==> config.mk <==
export PLATFORM = sky130hd
export DESIGN_NAME = gauss_frame_sequencer_flat
export DESIGN_NICKNAME = d
export VERILOG_FILES = /design/src/rtl/gauss_seq_pkg.sv /design/src/rtl/gauss_frame_sequencer_if.sv /design/src/rtl/gauss_seq_addr_ctr.sv /design/src/rtl/gauss_frame_sequencer.sv /design/src/flat_wrapper.sv
export SDC_FILE = /design/constraint.sdc
export NUM_CORES = 1
export LEC_CHECK = 0
export CORE_ASPECT_RATIO = 1.4
export CORE_UTILIZATION = 45
export CTS_CLUSTER_SIZE = 25
export DETAILED_ROUTE_END_ITERATION = 10
export PLACE_DENSITY_LB_ADDON = 0.2
export SLEW_MARGIN = 20
export SYNTH_ARGS = -nofsm -noshare
export SYNTH_HDL_FRONTEND = slang
export SYNTH_SLANG_ARGS = --single-unit
==> constraint.sdc <==
create_clock -name clk -period 5.5 [get_ports clk]
set_clock_uncertainty 0.15 [all_clocks]
set_input_delay 0.55 -clock clk [delete_from_list [all_inputs] [get_ports clk]]
set_output_delay 0.55 -clock clk [all_outputs]
set_load 0.01 [all_outputs]
==> src/rtl/gauss_seq_pkg.sv <==
// Shared types and default geometry for the Gaussian frame sequencer.
// Imported by the sequencer top and the address counter.
package gauss_seq_pkg;

  typedef enum logic [2:0] {
    IDLE,
    WAIT_VS,
    RUN,
    GAP,
    DRAIN,
    DONE
  } seq_state_e;

  localparam int DEF_H_ACTIVE = 320;
  localparam int DEF_V_ACTIVE = 240;
  localparam int DEF_ADDR_W   = 17;
  localparam int FRAME_PIX    = DEF_H_ACTIVE * DEF_V_ACTIVE;

  function automatic int frame_pix(input int h_active, input int v_active);
    return h_active * v_active;
  endfunction

endpackage

==> src/rtl/gauss_frame_sequencer_if.sv <==
// Control, frame-buffer and write-back signals of the Gaussian frame sequencer.
// Defining GAUSS_SEQ_STATS_EN adds the ready_cnt / cnt_mismatch statistics signals.
interface gauss_frame_sequencer_if #(
  parameter int ADDR_W = gauss_seq_pkg::DEF_ADDR_W
);

  logic              start;
  logic              continuous;
  logic              abort;
  logic              vsync_in;
  logic              filt_ready_in;
  logic [ADDR_W-1:0] rd_addr;
  logic              rd_en;
  logic              filt_enable;
  logic              filt_active;
  logic [ADDR_W-1:0] wr_addr;
  logic              wr_en;
  logic              busy;
  logic              frame_done;
  logic              frame_err;
`ifdef GAUSS_SEQ_STATS_EN
  logic [ADDR_W:0]   ready_cnt;
  logic              cnt_mismatch;

  modport master (
    input  start, continuous, abort, vsync_in, filt_ready_in,
    output rd_addr, rd_en, filt_enable, filt_active, wr_addr, wr_en,
    output busy, frame_done, frame_err, ready_cnt, cnt_mismatch
  );

  modport slave (
    output start, continuous, abort, vsync_in, filt_ready_in,
    input  rd_addr, rd_en, filt_enable, filt_active, wr_addr, wr_en,
    input  busy, frame_done, frame_err, ready_cnt, cnt_mismatch
  );
`else
  modport master (
    input  start, continuous, abort, vsync_in, filt_ready_in,
    output rd_addr, rd_en, filt_enable, filt_active, wr_addr, wr_en,
    output busy, frame_done, frame_err
  );

  modport slave (
    output start, continuous, abort, vsync_in, filt_ready_in,
    input  rd_addr, rd_en, filt_enable, filt_active, wr_addr, wr_en,
    input  busy, frame_done, frame_err
  );
`endif

endinterface

==> src/rtl/gauss_seq_addr_ctr.sv <==
// Loadable address counter that wraps from WRAP_AT-1 back to 0.
// Priority: clear, then load, then increment.
module gauss_seq_addr_ctr
  import gauss_seq_pkg::*;
#(
  parameter int ADDR_W  = DEF_ADDR_W,
  parameter int WRAP_AT = FRAME_PIX
) (
  input  logic              clk,
  input  logic              rst,
  input  logic              clr,
  input  logic              load,
  input  logic [ADDR_W-1:0] load_val,
  input  logic              inc,
  output logic [ADDR_W-1:0] addr
);

  logic [ADDR_W-1:0] addr_q;
  logic [ADDR_W-1:0] addr_d;

  always_comb begin
    addr_d = addr_q;
    if (clr) begin
      addr_d = '0;
    end else if (load) begin
      addr_d = load_val;
    end else if (inc) begin
      addr_d = (addr_q == ADDR_W'(WRAP_AT - 1)) ? '0 : addr_q + ADDR_W'(1);
    end
  end

  always_ff @(posedge clk or posedge rst) begin
    if (rst) begin
      addr_q <= '0;
    end else begin
      addr_q <= addr_d;
    end
  end

  assign addr = addr_q;

endmodule

==> src/rtl/gauss_frame_sequencer.sv <==
// Frame sequencer driving the 3x3 Gaussian filter: read addressing, line gaps, drain, write-back.
// Optional statistics (ready_cnt, cnt_mismatch) are built when GAUSS_SEQ_STATS_EN is defined.
module gauss_frame_sequencer
  import gauss_seq_pkg::*;
#(
  parameter int H_ACTIVE  = DEF_H_ACTIVE,
  parameter int V_ACTIVE  = DEF_V_ACTIVE,
  parameter int ADDR_W    = DEF_ADDR_W,
  parameter int LINE_GAP  = 4,
  parameter int DRAIN_CYC = 8
) (
  input logic clk,
  input logic rst,
  gauss_frame_sequencer_if.master bus
);

  localparam int PIX_TOTAL = frame_pix(H_ACTIVE, V_ACTIVE);
  localparam int COL_W     = $clog2(H_ACTIVE + 1);
  localparam int ROW_W     = $clog2(V_ACTIVE + 1);
  localparam int GAP_W     = $clog2(LINE_GAP + 1);
  localparam int DRN_W     = $clog2(DRAIN_CYC + 1);

  seq_state_e       state_q, state_d;
  logic [COL_W-1:0] col_q, col_d;
  logic [ROW_W-1:0] row_q, row_d;
  logic [GAP_W-1:0] gap_cnt_q, gap_cnt_d;
  logic [DRN_W-1:0] drain_cnt_q, drain_cnt_d;
  logic             vsync_prev_q;
  logic             rd_en_q, rd_en_d;
  logic             filt_active_q, filt_active_d;
  logic             busy_q, busy_d;
  logic             wr_en_q, wr_en_d;
  logic             frame_done_q, frame_done_d;
  logic             frame_err_q, frame_err_d;
  logic             vs_edge;
  logic             rd_clr, rd_inc, wr_clr;
  logic [ADDR_W-1:0] rd_addr, wr_addr;

  // A vsync edge while the frame is still being read restarts the frame from pixel 0.
  always_comb begin
    vs_edge      = bus.vsync_in & ~vsync_prev_q;
    state_d      = state_q;
    col_d        = col_q;
    row_d        = row_q;
    gap_cnt_d    = gap_cnt_q;
    drain_cnt_d  = drain_cnt_q;
    rd_clr       = 1'b0;
    rd_inc       = 1'b0;
    wr_clr       = 1'b0;
    frame_err_d  = 1'b0;

    case (state_q)
      IDLE: begin
        if (bus.start) state_d = WAIT_VS;
      end
      WAIT_VS: begin
        if (vs_edge) begin
          state_d = RUN;
          col_d   = '0;
          row_d   = '0;
          rd_clr  = 1'b1;
          wr_clr  = 1'b1;
        end
      end
      RUN, GAP: begin
        if (vs_edge) begin
          state_d     = RUN;
          col_d       = '0;
          row_d       = '0;
          gap_cnt_d   = '0;
          rd_clr      = 1'b1;
          wr_clr      = 1'b1;
          frame_err_d = 1'b1;
        end else if (state_q == RUN) begin
          rd_inc = 1'b1;
          if (col_q == COL_W'(H_ACTIVE - 1)) begin
            col_d = '0;
            if (row_q == ROW_W'(V_ACTIVE - 1)) begin
              state_d     = DRAIN;
              drain_cnt_d = '0;
            end else begin
              state_d   = GAP;
              row_d     = row_q + ROW_W'(1);
              gap_cnt_d = '0;
            end
          end else begin
            col_d = col_q + COL_W'(1);
          end
        end else if (gap_cnt_q == GAP_W'(LINE_GAP - 1)) begin
          state_d = RUN;
          col_d   = '0;
        end else begin
          gap_cnt_d = gap_cnt_q + GAP_W'(1);
        end
      end
      DRAIN: begin
        if (drain_cnt_q == DRN_W'(DRAIN_CYC - 1)) begin
          state_d = DONE;
        end else begin
          drain_cnt_d = drain_cnt_q + DRN_W'(1);
        end
      end
      DONE: begin
        state_d = bus.continuous ? WAIT_VS : IDLE;
      end
      default: state_d = IDLE;
    endcase

    if (bus.abort) begin
      state_d     = IDLE;
      col_d       = '0;
      row_d       = '0;
      gap_cnt_d   = '0;
      drain_cnt_d = '0;
      rd_clr      = 1'b1;
      wr_clr      = 1'b1;
      frame_err_d = 1'b0;
    end

    busy_d        = (state_d != IDLE);
    rd_en_d       = (state_d == RUN);
    filt_active_d = (state_d == RUN);
    frame_done_d  = (state_d == DONE);
    wr_en_d       = bus.filt_ready_in & busy_d;
  end

`ifdef GAUSS_SEQ_STATS_EN
  logic [ADDR_W:0] ready_cnt_q, ready_cnt_d;
  logic            cnt_mismatch_q, cnt_mismatch_d;

  // Counting stops at DONE so the final count stays visible until the next frame starts.
  always_comb begin
    ready_cnt_d = ready_cnt_q;
    if ((state_q == WAIT_VS && state_d == RUN) || frame_err_d) begin
      ready_cnt_d = '0;
    end else if (bus.filt_ready_in &&
                 (state_q == RUN || state_q == GAP || state_q == DRAIN)) begin
      ready_cnt_d = ready_cnt_q + (ADDR_W + 1)'(1);
    end
    cnt_mismatch_d = (state_d == DONE) && (ready_cnt_d != (ADDR_W + 1)'(PIX_TOTAL));
  end

  assign bus.ready_cnt    = ready_cnt_q;
  assign bus.cnt_mismatch = cnt_mismatch_q;
`endif

  always_ff @(posedge clk or posedge rst) begin
    if (rst) begin
      state_q        <= IDLE;
      col_q          <= '0;
      row_q          <= '0;
      gap_cnt_q      <= '0;
      drain_cnt_q    <= '0;
      vsync_prev_q   <= 1'b0;
      rd_en_q        <= 1'b0;
      filt_active_q  <= 1'b0;
      busy_q         <= 1'b0;
      wr_en_q        <= 1'b0;
      frame_done_q   <= 1'b0;
      frame_err_q    <= 1'b0;
`ifdef GAUSS_SEQ_STATS_EN
      ready_cnt_q    <= '0;
      cnt_mismatch_q <= 1'b0;
`endif
    end else begin
      state_q        <= state_d;
      col_q          <= col_d;
      row_q          <= row_d;
      gap_cnt_q      <= gap_cnt_d;
      drain_cnt_q    <= drain_cnt_d;
      vsync_prev_q   <= bus.vsync_in;
      rd_en_q        <= rd_en_d;
      filt_active_q  <= filt_active_d;
      busy_q         <= busy_d;
      wr_en_q        <= wr_en_d;
      frame_done_q   <= frame_done_d;
      frame_err_q    <= frame_err_d;
`ifdef GAUSS_SEQ_STATS_EN
      ready_cnt_q    <= ready_cnt_d;
      cnt_mismatch_q <= cnt_mismatch_d;
`endif
    end
  end

  gauss_seq_addr_ctr #(
    .ADDR_W (ADDR_W),
    .WRAP_AT(PIX_TOTAL)
  ) u_rd_ctr (
    .clk     (clk),
    .rst     (rst),
    .clr     (rd_clr),
    .load    (1'b0),
    .load_val('0),
    .inc     (rd_inc),
    .addr    (rd_addr)
  );

  // The write address advances after each registered write strobe.
  gauss_seq_addr_ctr #(
    .ADDR_W (ADDR_W),
    .WRAP_AT(PIX_TOTAL)
  ) u_wr_ctr (
    .clk     (clk),
    .rst     (rst),
    .clr     (wr_clr),
    .load    (1'b0),
    .load_val('0),
    .inc     (wr_en_q),
    .addr    (wr_addr)
  );

  assign bus.rd_addr     = rd_addr;
  assign bus.wr_addr     = wr_addr;
  assign bus.rd_en       = rd_en_q;
  assign bus.filt_active = filt_active_q;
  assign bus.filt_enable = busy_q;
  assign bus.busy        = busy_q;
  assign bus.wr_en       = wr_en_q;
  assign bus.frame_done  = frame_done_q;
  assign bus.frame_err   = frame_err_q;

endmodule

==> src/flat_wrapper.sv <==
// flat-port wrapper written by rule: the top's interface ports become plain ports
module gauss_frame_sequencer_flat import gauss_seq_pkg::*;
#(
  parameter int H_ACTIVE  = DEF_H_ACTIVE,
  parameter int V_ACTIVE  = DEF_V_ACTIVE,
  parameter int ADDR_W    = DEF_ADDR_W,
  parameter int LINE_GAP  = 4,
  parameter int DRAIN_CYC = 8
)
  (clk, rst, bus_start, bus_continuous, bus_abort, bus_vsync_in, bus_filt_ready_in, bus_rd_addr, bus_rd_en, bus_filt_enable, bus_filt_active, bus_wr_addr, bus_wr_en, bus_busy, bus_frame_done, bus_frame_err);
  gauss_frame_sequencer_if #(.ADDR_W(ADDR_W)) bus_i ();
  input logic clk;
  input logic rst;
  input wire logic [$bits(bus_i.start)-1:0] bus_start;
  input wire logic [$bits(bus_i.continuous)-1:0] bus_continuous;
  input wire logic [$bits(bus_i.abort)-1:0] bus_abort;
  input wire logic [$bits(bus_i.vsync_in)-1:0] bus_vsync_in;
  input wire logic [$bits(bus_i.filt_ready_in)-1:0] bus_filt_ready_in;
  output wire logic [$bits(bus_i.rd_addr)-1:0] bus_rd_addr;
  output wire logic [$bits(bus_i.rd_en)-1:0] bus_rd_en;
  output wire logic [$bits(bus_i.filt_enable)-1:0] bus_filt_enable;
  output wire logic [$bits(bus_i.filt_active)-1:0] bus_filt_active;
  output wire logic [$bits(bus_i.wr_addr)-1:0] bus_wr_addr;
  output wire logic [$bits(bus_i.wr_en)-1:0] bus_wr_en;
  output wire logic [$bits(bus_i.busy)-1:0] bus_busy;
  output wire logic [$bits(bus_i.frame_done)-1:0] bus_frame_done;
  output wire logic [$bits(bus_i.frame_err)-1:0] bus_frame_err;
  assign bus_i.start = bus_start;
  assign bus_i.continuous = bus_continuous;
  assign bus_i.abort = bus_abort;
  assign bus_i.vsync_in = bus_vsync_in;
  assign bus_i.filt_ready_in = bus_filt_ready_in;
  assign bus_rd_addr = bus_i.rd_addr;
  assign bus_rd_en = bus_i.rd_en;
  assign bus_filt_enable = bus_i.filt_enable;
  assign bus_filt_active = bus_i.filt_active;
  assign bus_wr_addr = bus_i.wr_addr;
  assign bus_wr_en = bus_i.wr_en;
  assign bus_busy = bus_i.busy;
  assign bus_frame_done = bus_i.frame_done;
  assign bus_frame_err = bus_i.frame_err;
  gauss_frame_sequencer #(.H_ACTIVE(H_ACTIVE), .V_ACTIVE(V_ACTIVE), .ADDR_W(ADDR_W), .LINE_GAP(LINE_GAP), .DRAIN_CYC(DRAIN_CYC)) u_core (.clk(clk), .rst(rst), .bus(bus_i));
endmodule
==> results_dict.tcl <==
set metrics [dict create \
    final_cell_mix "dfrtp_1 (67), clkdlybuf4s50_1 (47), nand2_1 (42), a21oi_1 (31), o21ai_0 (26)" \
    cts_tree "built" \
    rrSetupSlack_ns 2.91 \
    die_x_um 80.9 \
    first_iter_violations 269 \
    p_int_mw 0.855 \
    vias 3663 \
    grt_max_degree 68 \
    slew_headroom 0.347 \
    placed_area_um2 4440 \
    grt_antenna_before_repair 0 \
    synth_area_um2 3920 \
    synth-async-reset-ratio 1.00 \
    ys_ff_latch 67 \
    ios 48 \
    synth_nets 448 \
    r2r_end "u_core.row_q[3]" \
    finalWeightedCongestion 0.885 \
    rsz0062_at_grt "no" \
    path_max_fanout 16 \
    synth_edf_count 0 \
    start_util 0.473 \
    power.density_nw_per_um2 238 \
    cp-start-kind "flop" \
    holdPathEnd "u_core.gap_cnt_q[0]" \
    dpl.cell_count 561 \
    final_cells 577 \
    slew_viol_final 0 \
    dr.pass1.iters 4 \
    worstMarginPinSlew_ns 0.969 \
    setup_viol 0 \
    fp.dieH_um 112 \
    seq_area_frac_synth 0.427 \
    finalCritPeriodShare 0.471 \
    wire_per_inst_um 17.6 \
    hold_viol 0 \
    final_nets 484 \
    combPwrFrac 0.075 \
    status "complete, no violations" \
    numCtsBuffers 9 \
    grt_first_pass_wirelength_mm 17.1 \
    htreeDepth 3 \
    port_buffers 47 \
    yosysWarnings 0 \
    fmax_mhz 386 \
    clkTransAtPathRegs_ns 0.05 \
    antennaDiodeCount 0 \
    clockPowerShare 0.474 \
    dieArea_um2 9100 \
    postSynthCellCount 434 \
    vias_per_cell 6.35 \
    ir_drop_mv 0.162 \
    layout_commonest_cell "dfrtp_1" \
    finalInstanceArea_um2 4730 \
    power_leakage_nw 1.74 \
    p_sw_mw 0.272 \
    root_buffer "clkbuf_16" \
    cap_violations 0 \
    min-delay-start "u_core.gap_cnt_q[0]" \
    grt_pass1_vias 3463 \
    hold_buffers 0 \
    cts_sinks 67 \
    dp_hpwl_mm 7.04 \
    syn_avg_cell_area_um2 9.04 \
    pwr-share-seq 0.451 \
    layout-drive-gt1-share 0.0674 \
    design_power_total_mw 1.13 \
    drt-total-wl_mm 10.2 \
    drc_errors 0 \
    clock_latency_ns 0.34 \
    ys.flop_type "dfrtp_1" \
    r2r-start "u_core.state_q[0]" \
    swShare 0.241 \
    cts_resized 0 \
    arrival_ns 2.71 \
    ys_types 63 \
    crit_path_end_kind "flop" \
    grt-ovfl-total 0 \
    core_area_um2 8300 \
    critPathLaunch "u_core.state_q[0]" \
    clockBufferDepth 2 \
    reg2regPathDepth 4 \
    track_usage 0.245 \
    fp-row-count 39 \
    required_ns 5.62 \
    areaGrowthSynthToFinish_pct 20.6 \
    cts_setup_buffers 0 \
    antenna_left 0 \
    whs_path_depth 1 \
    setup-tns-final_ns 0 \
    critPathKind "flop to flop" \
    min_path_type "flop to flop" \
    fin_crit_ns 2.59 \
]
## cells by family (layout without fill, tap and decap cells)
| family | after synthesis | in the layout | synth area share |
|---|---|---|---|
| muxes | 1 | 1 | 0.00255 |
| and+or+nand+nor | 184 | 184 | 0.272 |
| DFF | 67 | 67 | 0.427 |
| AOI/OAI and AO/OA | 128 | 128 | 0.220 |
| buffers and inverters | 42 | 83 | 0.0443 |
| xor gates and xnor gates | 5 | 5 | 0.0112 |
| adders and majority gates | 7 | 7 | 0.0223 |
## power by group through the flow
stage	Sequential [mW]	Combinational (mW)	Clock, mW
CTS	0.507	0.0832	0.541
global route	0.509	0.0943	0.570
floorplan	0.513	0.0557	0
detailed placement	0.516	0.0829	0
global placement	0.516	0.0818	0
finish	0.508	0.0842	0.535
## state kept, by name, summed over array words and instances, names as in the netlist
register,cells
u_core.vsync_prev_q,1
u_core.gap_cnt_q,3
u_core.u_rd_ctr.addr,17
u_core.bus.wr_en,1
u_core.bus.frame_done,1
u_core.drain_cnt_q,4
u_core.row_q,8
u_core.state_q,3
u_core.bus.busy,1
u_core.col_q,9
u_core.bus.frame_err,1
u_core.bus.rd_en,1
u_core.u_wr_ctr.addr,17
## cell usage after synthesis (3+ instances only)
| master | n | area share |
|---|---|---|
| o21bai_1 | 3 | 0.0057 |
| nand2b_1 | 15 | 0.024 |
| clkbuf_1 | 16 | 0.015 |
| buf_2 | 7 | 0.0089 |
| o21ai_0 | 26 | 0.033 |
| a211oi_1 | 8 | 0.015 |
| a21o_1 | 3 | 0.0057 |
| nor3b_1 | 5 | 0.0096 |
| o211ai_1 | 11 | 0.021 |
| nor4_1 | 4 | 0.0064 |
| dfrtp_1 | 67 | 0.43 |
| and4_1 | 6 | 0.013 |
| o311ai_0 | 3 | 0.0067 |
| nand4_1 | 14 | 0.022 |
| nand3_1 | 19 | 0.024 |
| inv_1 | 16 | 0.015 |
| and3_1 | 5 | 0.0080 |
| xor2_1 | 5 | 0.011 |
| nand3b_1 | 3 | 0.0057 |
| o31ai_1 | 10 | 0.019 |
| a21oi_1 | 31 | 0.040 |
| nor2_1 | 12 | 0.011 |
| ha_1 | 7 | 0.022 |
| nor3_1 | 13 | 0.017 |
| a32oi_1 | 3 | 0.0067 |
| or4_1 | 16 | 0.031 |
| o41ai_1 | 3 | 0.0067 |
| nand2_1 | 42 | 0.040 |
| a22oi_1 | 4 | 0.0077 |
| or3_1 | 15 | 0.024 |
## through the flow
step	utilization	setup WS [ns]	hold slack, ns
after floorplan	-	3.12	0.316
after global placement	0.536	2.64	0.350
after detailed placement	0.536	2.58	0.352
after CTS	0.569	2.92	0.360
after global routing	0.570	2.69	0.386
final	0.570	2.91	0.357
## worst max-delay path, cell delays in order, from the launching register on
cell,delay (ns)
dfrtp_1,0.55
nor3b_1,0.52
o2111ai_1,0.57
or4_1,0.66
nand2_1,0.08
## cell type report
| cell class | instances | area, µm² |
|---|---|---|
| Fill cell | 750 | 3560 |
| Multi-Input combinational cell | 325 | 2090 |
| Sequential cell | 67 | 1680 |
| Timing Repair Buffer | 51 | 500 |
| Clock buffer | 14 | 264 |
| Tap cell | 102 | 128 |
| Inverter | 16 | 60.1 |
| Clock inverter | 2 | 10.0 |
## layer usage
| layer | GRT usage | vias up | share of wire |
|---|---|---|---|
| met5 | 0 | - | 0 |
| met4 | 0.0905 | 0 | 0.023 |
| met3 | 0.0569 | 16 | 0.047 |
| met2 | 0.413 | 104 | 0.51 |
| met1 | 0.299 | 1810 | 0.42 |
| li1 | - | 1733 | - |
## how the worst max path moves through the flow
stage / to
5_1_grt: u_core.row_q[3]
6_report: u_core.row_q[3]
2_1_floorplan: u_core.bus.busy
3_3_place_gp: u_core.u_rd_ctr.addr[16]
4_1_cts: u_core.u_rd_ctr.addr[2]
3_5_place_dp: u_core.u_rd_ctr.addr[2]
Note: power is estimated with default switching activity, not from simulation.
